**src/rtl/writeback_rr_arbiter.sv**
```systemverilog
// Round-robin arbiter funnelling many IO responders into one registered writeback slot.
// The most recently granted port drops to lowest priority; one transfer per cycle when the sink is ready.
module writeback_rr_arbiter #(
  parameter int DATABITWIDTH    = 16,
  parameter int INPUTPORTCOUNT  = 13,
  parameter int PORTADDRWIDTH   = $clog2(INPUTPORTCOUNT),
  parameter int REGADDRBITWIDTH = 4
) (
  input  logic                                           sys_clk,
  input  logic                                           sync_rst,
  input  logic                                           clk_en,
  input  logic [INPUTPORTCOUNT-1:0]                      InputACK,
  output logic [INPUTPORTCOUNT-1:0]                      InputREQ,
  input  logic [INPUTPORTCOUNT-1:0][DATABITWIDTH-1:0]    InputData,
  input  logic [INPUTPORTCOUNT-1:0][REGADDRBITWIDTH-1:0] InputAddr,
  output logic                                           OutputACK,
  input  logic                                           OutputREQ,
  output logic [DATABITWIDTH-1:0]                        OutputData,
  output logic [REGADDRBITWIDTH-1:0]                     OutputAddr,
  output logic [PORTADDRWIDTH-1:0]                       GrantPort
);

  localparam logic [PORTADDRWIDTH-1:0] LAST_PORT = PORTADDRWIDTH'(INPUTPORTCOUNT - 1);

  logic                       full_q, full_d;
  logic [PORTADDRWIDTH-1:0]   ptr_q, ptr_d;
  logic [DATABITWIDTH-1:0]    data_q, data_d;
  logic [REGADDRBITWIDTH-1:0] addr_q, addr_d;
  logic [PORTADDRWIDTH-1:0]   port_q, port_d;

  logic                       load;
  logic                       any_ack;
  logic [PORTADDRWIDTH-1:0]   grant_sel;
  logic [PORTADDRWIDTH-1:0]   cand;

  // Rotation wraps at the port count, not at the power of two above it.
  function automatic logic [PORTADDRWIDTH-1:0] wrap_idx(input logic [PORTADDRWIDTH-1:0] base,
                                                        input int off);
    int s;
    s = int'(base) + off;
    if (s >= INPUTPORTCOUNT) s = s - INPUTPORTCOUNT;
    return PORTADDRWIDTH'(s);
  endfunction

  assign load = clk_en & ~sync_rst & (~full_q | OutputREQ);

  always_comb begin
    any_ack   = 1'b0;
    grant_sel = '0;
    cand      = '0;
    for (int k = 0; k < INPUTPORTCOUNT; k++) begin
      cand = wrap_idx(ptr_q, k);
      if (!any_ack && InputACK[cand]) begin
        any_ack   = 1'b1;
        grant_sel = cand;
      end
    end
  end

  always_comb begin
    InputREQ = '0;
    if (load && any_ack) InputREQ[grant_sel] = 1'b1;
  end

  always_comb begin
    full_d = full_q;
    ptr_d  = ptr_q;
    data_d = data_q;
    addr_d = addr_q;
    port_d = port_q;
    if (load) begin
      full_d = any_ack;
      if (any_ack) begin
        data_d = InputData[grant_sel];
        addr_d = InputAddr[grant_sel];
        port_d = grant_sel;
        ptr_d  = (grant_sel == LAST_PORT) ? '0 : grant_sel + PORTADDRWIDTH'(1);
      end
    end
  end

  always_ff @(posedge sys_clk) begin
    if (sync_rst) begin
      full_q <= 1'b0;
      ptr_q  <= '0;
      data_q <= '0;
      addr_q <= '0;
      port_q <= '0;
    end else begin
      full_q <= full_d;
      ptr_q  <= ptr_d;
      data_q <= data_d;
      addr_q <= addr_d;
      port_q <= port_d;
    end
  end

  assign OutputACK  = full_q;
  assign OutputData = data_q;
  assign OutputAddr = addr_q;
  assign GrantPort  = port_q;

endmodule

```
**config.mk**
```make
export PLATFORM = sky130hd
export DESIGN_NAME = writeback_rr_arbiter
export DESIGN_NICKNAME = d
export VERILOG_FILES = /design/src/rtl/writeback_rr_arbiter.sv
export SDC_FILE = /design/constraint.sdc
export NUM_CORES = 1
export LEC_CHECK = 0
export CAP_MARGIN = 15
export CELL_PAD_IN_SITES_DETAIL_PLACEMENT = 1
export CELL_PAD_IN_SITES_GLOBAL_PLACEMENT = 2
export CORE_ASPECT_RATIO = 0.7
export CORE_MARGIN = 4
export CORE_UTILIZATION = 24
export CTS_CLUSTER_DIAMETER = 50
export DETAILED_ROUTE_END_ITERATION = 12
export PLACE_DENSITY = 0.87
export SLEW_MARGIN = 20
export SYNTH_ARGS = -nofsm -noshare
export SYNTH_HDL_FRONTEND = slang
export SYNTH_SLANG_ARGS = --single-unit
```
**constraint.sdc**
```tcl
create_clock -name sys_clk -period 6.5 [get_ports sys_clk]
set_input_delay 1.625 -clock sys_clk [delete_from_list [all_inputs] [get_ports sys_clk]]
set_output_delay 1.625 -clock sys_clk [all_outputs]
set_load 0.02 [all_outputs]
```
==> results.json, run 1 <==
{
  "num_cts_buffers": 5,
  "ant_nets": 0,
  "io_pins": 315,
  "slew_viol_final": 0,
  "synth-edff-count": 0,
  "violations": "negative setup slack",
  "worst_hold_path_type": "reg2reg",
  "total_leakage_power_nw": 7.19,
  "dieWidth_um": 257,
  "timing.clock.skew_ps": 7.06,
  "layout.nets": 2360,
  "grt_antenna_before_repair": 5,
  "synth.top_cell.area_share_pct": 10.6,
  "critical_path.max_fanout": 5,
  "layout_min_cycle_time_ps": 6810,
  "critical_path.cell_chain": "buf_6 -> mux4_2 -> o211ai_1 -> a21o_1 -> o211ai_1 -> a221o_1 -> a21o_1 -> nor4_4 -> buf_4 -> nand4_1 -> o211a_4 -> a21oi_4 -> nand2_2 -> buf_6 -> nor4_4 -> buf_6",
  "timing.fmax_mhz": 147,
  "arrival_ps": 5180,
  "totalWireLength_um": 73500,
  "cpMaxStageDelayCell": "mux4_2",
  "timing.setup.critical_path_class": "in2out",
  "synth.ff_latch_count": 29,
  "critical_path.top_delay_family": "compound AO/OA/AOI/OAI gates",
  "worstPathBufferInverterCount": 4,
  "final.setup.worst_slack_ps": -306,
  "globalRouteTotalUtil_pct": 29.2,
  "routed_via_density": 5.96,
  "clockRootBuffer": "clkbuf_16",
  "placement.io_buffers": 314,
  "layout_worst_path_cycle_share_pct": 105,
  "syn-mean-instance-area_sq_um": 7.30,
  "max-clock-path-buffers": 2,
  "floorplan.die_area_sq_um": 46800,
  "area_growth_syn_to_layout_pct": 72.3,
  "place.gp.congestion": 1.04,
  "critPathLaunchType": "primary input",
  "clkTransAtPathRegs_ps": 60,
  "irDropWorstVdd_v": 0.000422,
  "mappedNetlistArea_sq_um": 10400,
  "yosysWarningCount": 0,
  "post_synth_most_frequent_cells": "110 x mux2i_1, 94 x nand2_1, 91 x nor2_1",
  "worst_skew_pair.late_latency_ps": 280,
  "routed-via-count": 15603,
  "cts.hold.buffers_added": 0,
  "power_density_nw_per_um2": 736,
  "post-synth-top-area-cell": "mux2i_1",
  "core_sq_um": 42600,
  "synth_flop_cell": "dfxtp_1",
  "outcome": "finished with violations",
  "grt_overflow": 0,
  "dp_slack_ps": -1210,
  "post_detailed_route_wirelength_per_cell_um": 28.1,
  "critical_path.most_common_cell": "buf_6",
  "detailedRoute.firstPassIterationCount": 6,
  "floorplan.initialDensity_pct": 24.5,
  "synth.most_common_cell": "mux2i_1",
  "final_total_pwr_w": 0.0132,
  "hpwlAfterDp_um": 59500,
  "critPathCaptureType": "primary output",
  "layout-drive-gt1-share_pct": 32.0,
  "slew-limit-headroom_pct": 51.3,
  "cts_tree": "done",
  "max_stage_delay_ps": 480,
  "post_synth_inst_count": 1426,
  "ctsHtreeMaxLevel": 2,
  "grt_pass1_wl_um": 105000,
  "detail_route.iter0.violations": 1592,
  "rows": 63,
  "async_flop_share_pct": 0,
  "tightestPinTransition_ps": 730,
  "yosysSeqAreaShare_pct": 5.57,
  "clock-sinks": 29,
  "postSynthNetCount": 1725,
  "timing.max_cap.violations": 0,
  "die_h_um": 182,
  "rsz_0062_raised_after_global_routing": "yes",
  "critical_path_required_ps": 4880,
  "number_of_global_route_vias_before_repair": 16016,
  "grt_max_degree": 48,
  "synth_area_leaders": "mux2i_1 11%, dfxtp_1 5.6%, o211ai_1 4.4%",
  "post-route-drc-count": 0,
  "yosys.cell_types.count": 106,
  "final-setup-viol-count": 13,
  "finalSetupTns_ps": -2870,
  "hold_violations": 0
}
[routing by layer]
layer	up-vias	track usage, %	wire, um
li1	6959	-	-
met1	7706	40.3	32000
met2	812	44.8	31700
met3	126	8.30	7640
met4	0	7.59	2110
met5	-	0	0
[cell families after synthesis]
kind of cell               count (synthesis)  synth area share (%)
DFF                                       29                  5.57
and+or+nand+nor                          420                  20.5
AOI/OAI and AO/OA                        593                  43.0
xor gates and xnor gates                  28                  2.50
adders and majority gates                 22                  2.64
muxes                                    157                  16.8
buffers and inverters                    177                  8.93
[final cells by class]
cell class,instances,area [sq um]
repair buffers,780,6900
multi-input cells,1220,9480
inverters,25,104
clock buffers,6,139
fillers,5124,24600
flip-flops and latches,29,589
well taps,552,691
clock inverters,2,37.5
diodes,3,7.51
[power by group]
part	switching (W)	internal [W]	leakage, nW
Sequential	0.0000536	0.000251	0.242
Combinational	0.00714	0.00548	6.87
Clock	0.0000958	0.000191	0.0831
Total	0.00729	0.00592	7.19
[stage by stage]
| stage | util, % | area [sq um] | instances | hold WS, ps |
|---|---|---|---|---|
| floorplan | - | 10500 | 1426 | 535 |
| global placement | 39.6 | 16900 | 2565 | 472 |
| detailed placement | 39.6 | 16900 | 2565 | 477 |
| CTS | 41.3 | 17600 | 2595 | 496 |
| global route | 42.2 | 17900 | 2616 | 528 |
| finish | 42.2 | 17900 | 2617 | 490 |
[worst register-to-register path, delay by kind of cell, from the launching register on]
kind                     cells  cell delay (ps)
AO/OA/AOI/OAI                8             2150
flip-flops                   1              360
adder cells (fa/ha/maj)      2              490
buffers and inverters        9             1750
AND/OR/NAND/NOR              5             1010
[placed cells by master (no fill, tap or decap), drive strengths merged, types with 43 or more instances in the layout]
| cell type | synthesis | final |
|---|---|---|
| buf | 88 | 490 |
| clkdlybuf4s50 | 0 | 288 |
| mux2i | 110 | 110 |
| nand2 | 95 | 95 |
| o21ai | 92 | 92 |
| nor2 | 91 | 91 |
| nand3 | 77 | 77 |
| a21oi | 76 | 76 |
| o211ai | 63 | 63 |
| o2111ai | 46 | 46 |
| o22a | 43 | 43 |
[worst paths after layout]
path / cells after the start / startpoint / endpoint / slack [ps]
max: 16 / InputACK[2] / InputREQ[11] / -310
min: 2 / GrantPort[1]$_SDFFE_PP0P_ / GrantPort[1]$_SDFFE_PP0P_ / 490
max reg2reg: 24 / ptr_q[1]$_SDFFE_PP0P_ / OutputData[1]$_SDFFE_PP0P_ / 600
min reg2reg: 2 / GrantPort[1]$_SDFFE_PP0P_ / GrantPort[1]$_SDFFE_PP0P_ / 490
[flip-flops by register name, indices dropped and copies added (netlist names)]
| register | count |
|---|---|
| GrantPort | 4 |
| OutputACK | 1 |
| OutputAddr | 4 |
| ptr_q | 4 |
| OutputData | 16 |
[repair_timing]
item | CTS | global route
setup endpoints to repair | 15 | 13
setup buffers | 23 | 20
pin swaps | 23 | 27
gates resized for setup | 190 | 79
(Power assumes the default switching activity.)
==> inputs of run 2 (changes only) <==
Settings changed: ABC_CLOCK_PERIOD_IN_PS set to 6500.
==> results of run 2 <==
No change in the layout: final DEF, timing and power equal those of run 1.
